File: src/rtl/mealy_tracker.sv
// mealy_tracker: receiving-end golden model of the 8-state Mealy sequencer.
// Predicts the sequencer state from its consumed input bit, compares the
// produced output against the expected one and keeps saturating error/step
// counters plus a sticky error flag.
module mealy_tracker #(
  parameter int unsigned COUNT_W = 8
) (
  input  logic               clk,
  input  logic               reset,
  input  logic               smp_valid,
  input  logic               a_in,
  input  logic [1:0]         b_out,
  input  logic               resync,
  input  logic [2:0]         st_obs,
  output logic [2:0]         st_pred,
  output logic [1:0]         exp_out,
  output logic               mismatch,
  output logic               err_sticky,
  output logic [COUNT_W-1:0] err_count,
  output logic [COUNT_W-1:0] step_count,
  output logic               trapped
);

  typedef enum logic [2:0] {
    S0 = 3'd0, S1 = 3'd1, S2 = 3'd2, S3 = 3'd3,
    S4 = 3'd4, S5 = 3'd5, S6 = 3'd6, S7 = 3'd7
  } state_t;

  localparam logic [COUNT_W-1:0] CNT_MAX = '1;

  state_t             state_q;
  state_t             state_d;
  logic [1:0]         exp_out_q;
  logic [1:0]         exp_d;
  logic               mismatch_q;
  logic               err_sticky_q;
  logic [COUNT_W-1:0] err_count_q;
  logic [COUNT_W-1:0] step_count_q;

  // Golden transition/output function of the sequencer
  always_comb begin
    state_d = state_q;
    exp_d   = 2'b00;
    case (state_q)
      S0: begin
        state_d = a_in ? S2 : S4;
        exp_d   = 2'b01;
      end
      S1: begin
        state_d = S1;
        exp_d   = 2'b00;
      end
      S2: begin
        state_d = a_in ? S7 : S2;
        exp_d   = 2'b01;
      end
      S3: begin
        state_d = a_in ? S2 : S3;
        exp_d   = 2'b01;
      end
      S4: begin
        state_d = a_in ? S1 : S6;
        exp_d   = a_in ? 2'b00 : 2'b10;
      end
      S5: begin
        state_d = S7;
        exp_d   = 2'b01;
      end
      S6: begin
        state_d = S5;
        exp_d   = 2'b11;
      end
      S7: begin
        state_d = a_in ? S3 : S5;
        exp_d   = a_in ? 2'b01 : 2'b11;
      end
      default: begin
        state_d = S0;
        exp_d   = 2'b00;
      end
    endcase
  end

  // Prediction, comparison and counters; resync overrides a same-cycle step
  always_ff @(posedge clk or posedge reset) begin
    if (reset) begin
      state_q      <= S0;
      exp_out_q    <= 2'b00;
      mismatch_q   <= 1'b0;
      err_sticky_q <= 1'b0;
      err_count_q  <= '0;
      step_count_q <= '0;
    end else if (resync) begin
      state_q    <= state_t'(st_obs);
      mismatch_q <= 1'b0;
    end else if (smp_valid) begin
      state_q    <= state_d;
      exp_out_q  <= exp_d;
      mismatch_q <= (b_out != exp_d);
      if (step_count_q != CNT_MAX) begin
        step_count_q <= step_count_q + COUNT_W'(1);
      end
      if (b_out != exp_d) begin
        err_sticky_q <= 1'b1;
        if (err_count_q != CNT_MAX) begin
          err_count_q <= err_count_q + COUNT_W'(1);
        end
      end
    end else begin
      mismatch_q <= 1'b0;
    end
  end

  assign st_pred    = state_q;
  assign exp_out    = exp_out_q;
  assign mismatch   = mismatch_q;
  assign err_sticky = err_sticky_q;
  assign err_count  = err_count_q;
  assign step_count = step_count_q;
  assign trapped    = (state_q == S1);

endmodule

File: config.mk
export PLATFORM = sky130hd
export DESIGN_NAME = mealy_tracker
export DESIGN_NICKNAME = d
export VERILOG_FILES = /design/src/rtl/mealy_tracker.sv
export SDC_FILE = /design/constraint.sdc
export NUM_CORES = 1
export LEC_CHECK = 0
export CORE_UTILIZATION = 40
export CTS_BUF_LIST = sky130_fd_sc_hd__clkbuf_8
export DETAILED_ROUTE_END_ITERATION = 12
export PLACE_DENSITY = 0.72
export SETUP_SLACK_MARGIN = 0.1
export SLEW_MARGIN = 20
export SYNTH_ARGS = -nofsm -noshare
export SYNTH_HDL_FRONTEND = slang
export SYNTH_SLANG_ARGS = --single-unit
File: constraint.sdc
create_clock -name clk -period 1.75 [get_ports clk]
set_input_delay 0.35 -clock clk [delete_from_list [all_inputs] [get_ports clk]]
set_output_delay 0.35 -clock clk [all_outputs]
set_load 0.02 [all_outputs]
==> flow_metrics.env <==
export IMPL_status="finished, violations left"
export IMPL_violations="DRC"
export IMPL_crit_type="reg2reg"
export IMPL_rsz0062_at_grt="yes"
export IMPL_dp_worst_setup_slack_ns=-0.319
export IMPL_ant_nets=0
export IMPL_fmax_ghz=0.593
export IMPL_timing_final_ws_setup_ns=0.0623
export IMPL_skew_ns=0.00151
export IMPL_syn_area_sq_mm=0.00124
export IMPL_cts_tree="done"
export IMPL_first_pass_iters=8
export IMPL_synth_commonest_cells="dfrtp_1 (23), nand2_1 (13), xor2_1 (10), nand3_1 (9), o21ai_0 (9)"
export IMPL_die_area_sq_mm=0.00332
export IMPL_yosysSeqAreaShare_pct=46.5
export IMPL_ctsHoldBuffers=0
export IMPL_cts_sinks=23
export IMPL_htree_levels=1
export IMPL_whs_ns=0.424
export IMPL_ys_ff_latch=23
export IMPL_powerDensity_mw_per_mm2=1100
export IMPL_ys_warn_count=0
export IMPL_grt_pass1_wl_mm=4.58
export IMPL_synth_edf_count=0
export IMPL_stdcell_area_sq_mm=0.00186
export IMPL_timing_rr_end="err_count[2]"
export IMPL_antenna_found_initial=0
export IMPL_grt_max_degree=24
export IMPL_yosysUniqueCellTypes=34
export IMPL_drt_total_wl_mm=2.62
export IMPL_cts_root_buf="clkbuf_8"
export IMPL_insertion_delay_ns=0.25
export IMPL_p_leak_nw=0.927
export IMPL_irDropWorstVdd_uv=985
export IMPL_die_y_microns=57.7
export IMPL_wire_per_inst_microns=12.6
export IMPL_pin_count=34
export IMPL_synthCells=122
export IMPL_cap_viol_max_count=0
export IMPL_portBuffers=33
export IMPL_routabilityCongestion=0.823
export IMPL_dr_first_iter_drc_count=17
export IMPL_tightest_slew_ns=0.296
export IMPL_grt_usage_pct=17.5
export IMPL_netlist_top_cells_area="dfrtp_1 (46%), xor2_1 (7.1%), xnor2_1 (4.2%)"
export IMPL_r2r_cells=6
export IMPL_r2r_start="st_pred[0]"
export IMPL_core_area_sq_mm=0.00285
export IMPL_cp_start_kind="register"
export IMPL_grt_remaining_overflow=0
export IMPL_drive_gt1_share_pct=26.1
export IMPL_dp_cells=198
export IMPL_r2r_setup_slack_ns=0.06
export IMPL_hold_violations=0
export IMPL_worstPathRequired_ns=1.89
export IMPL_relSlewSlack_pct=80.2
export IMPL_numCtsBuffers=3
export IMPL_syn_avg_cell_area_sq_um=10.2
export IMPL_ys_flop_type="dfrtp_1"
export IMPL_clk_pin_slew_ns=0.08
export IMPL_clock_path_buffers=2
export IMPL_postPlaceCellArea_sq_mm=0.00171
export IMPL_final_net_count=189
export IMPL_synth_top_cell_area_share_pct=46.5
export IMPL_cp_max_fo=6
export IMPL_dp_hpwl_mm=1.91
export IMPL_drc=2
export IMPL_area_growth_pct=50.5
export IMPL_crit_path_end_kind="register"
export IMPL_layout_min_cycle_time_ns=1.69
export IMPL_p_total_w=0.00206
export IMPL_syn_num_nets=134
export IMPL_critical_path_arrival_ns=1.82
export IMPL_setup_viol=0
export IMPL_vias=1091
export IMPL_start_util_pct=43.4
export IMPL_diodes=0
export IMPL_synth_most_common_cell="dfrtp_1"
export IMPL_rows=19
export IMPL_fin_cells=207
export IMPL_via_per_inst=5.27
export IMPL_maxSlewViolCount=0
export IMPL_timing_final_crit_share_pct=96.4
export IMPL_grt_pass1_vias=1079
export IMPL_yosysTopAreaCell="dfrtp_1"
export IMPL_die_w_microns=57.7
export IMPL_hp_class="in2async"
export IMPL_async_flop_share_pct=100
[state kept, by name, summed over array words and instances, names as in the netlist]
signal and flops:
mismatch 1, err_count 8, step_count 8, exp_out 2, st_pred 3, err_sticky 1
[logic make-up (layout without fill, tap and decap cells)]
group | Yosys count | in the layout | synth area share, %
XOR/XNOR | 16 | 16 | 11.3
buffers and inverters | 7 | 61 | 3.54
AND/OR/NAND/NOR | 51 | 51 | 23.6
multiplexers | 3 | 3 | 3.03
AO/OA/AOI/OAI | 20 | 20 | 10.0
adder cells (fa/ha/maj) | 2 | 2 | 2.02
flip-flops | 23 | 23 | 46.5
[repair_timing]
action                                  4_1_cts  5_1_grt
gates cloned                                  0        0
resized for setup                            21       13
hold endpoints to repair                      0        0
endpoints found under the setup margin       21       16
setup buffers                                 2        3
pin swaps                                     0        2
[metrics by stage]
step / TNS (ns) / utilization [%]
after floorplan: 0 / -
after global placement: -1.78 / 60.0
after detailed placement: -2.39 / 60.0
after CTS: 0 / 63.0
after global routing: 0 / 65.4
final: 0 / 65.4
[layout make-up]
class	instances	area, sq um
repair buffers	54	497
well taps	31	38.8
clock buffers	3	41.3
multi-input cells	92	693
clock inverters	1	3.75
flip-flops and latches	23	579
inverters	3	11.3
fillers	234	988
[worst max-delay path by stage]
| stage | slack [ns] | startpoint | end |
|---|---|---|---|
| after floorplan | 0.05 | st_pred[0] | err_count[1] |
| after global placement | -0.27 | b_out[1] | err_count[1] |
| final | 0.06 | st_pred[0] | err_count[2] |
| after CTS | 0.05 | st_pred[0] | err_count[7] |
| after global routing | 0.01 | st_pred[0] | err_count[2] |
| after detailed placement | -0.32 | a_in | err_count[7] |
[cells in the final DEF, fill, tap and decap left out, drive strengths merged, types with 3 or more instances in the layout]
| master | instances |
|---|---|
| dlygate4sd2 | 14 |
| mux2 | 3 |
| o21ai | 10 |
| nand2b | 5 |
| nand4 | 3 |
| clkdlybuf4s50 | 12 |
| xor2 | 10 |
| dlymetal6s2s | 6 |
| inv | 4 |
| nor2 | 4 |
| a21oi | 4 |
| dfrtp | 23 |
| nand3 | 9 |
| nor3 | 4 |
| nand2 | 13 |
| buf | 21 |
| clkbuf | 4 |
| xnor2 | 6 |
[layer usage]
| metal | vias to the layer above | GRT usage [%] | wire (microns) |
|---|---|---|---|
| met2 | 26 | 29.7 | 1260 |
| met3 | 2 | 4.24 | 113 |
| met1 | 526 | 23.0 | 1240 |
| met5 | - | 0 | 0 |
| met4 | 0 | 3.74 | 8 |
| li1 | 537 | - | - |
[worst max-delay path, stage by stage (launching register included)]
cell      delay, ns
dfrtp_2        0.43
nand2b_4       0.15
or4_4          0.49
o21ai_4        0.14
buf_12         0.15
nor3b_1        0.05
xor2_1         0.15
[where the power goes]
part | internal [W] | switching [W] | leakage (nW) | total (W)
registers | 0.000676 | 0.000177 | 0.284 | 0.000853
logic | 0.000437 | 0.000456 | 0.617 | 0.000893
clock network | 0.000156 | 0.000156 | 0.0269 | 0.000312
total | 0.00127 | 0.000790 | 0.927 | 0.00206
Power figures use the tool's default switching activity.
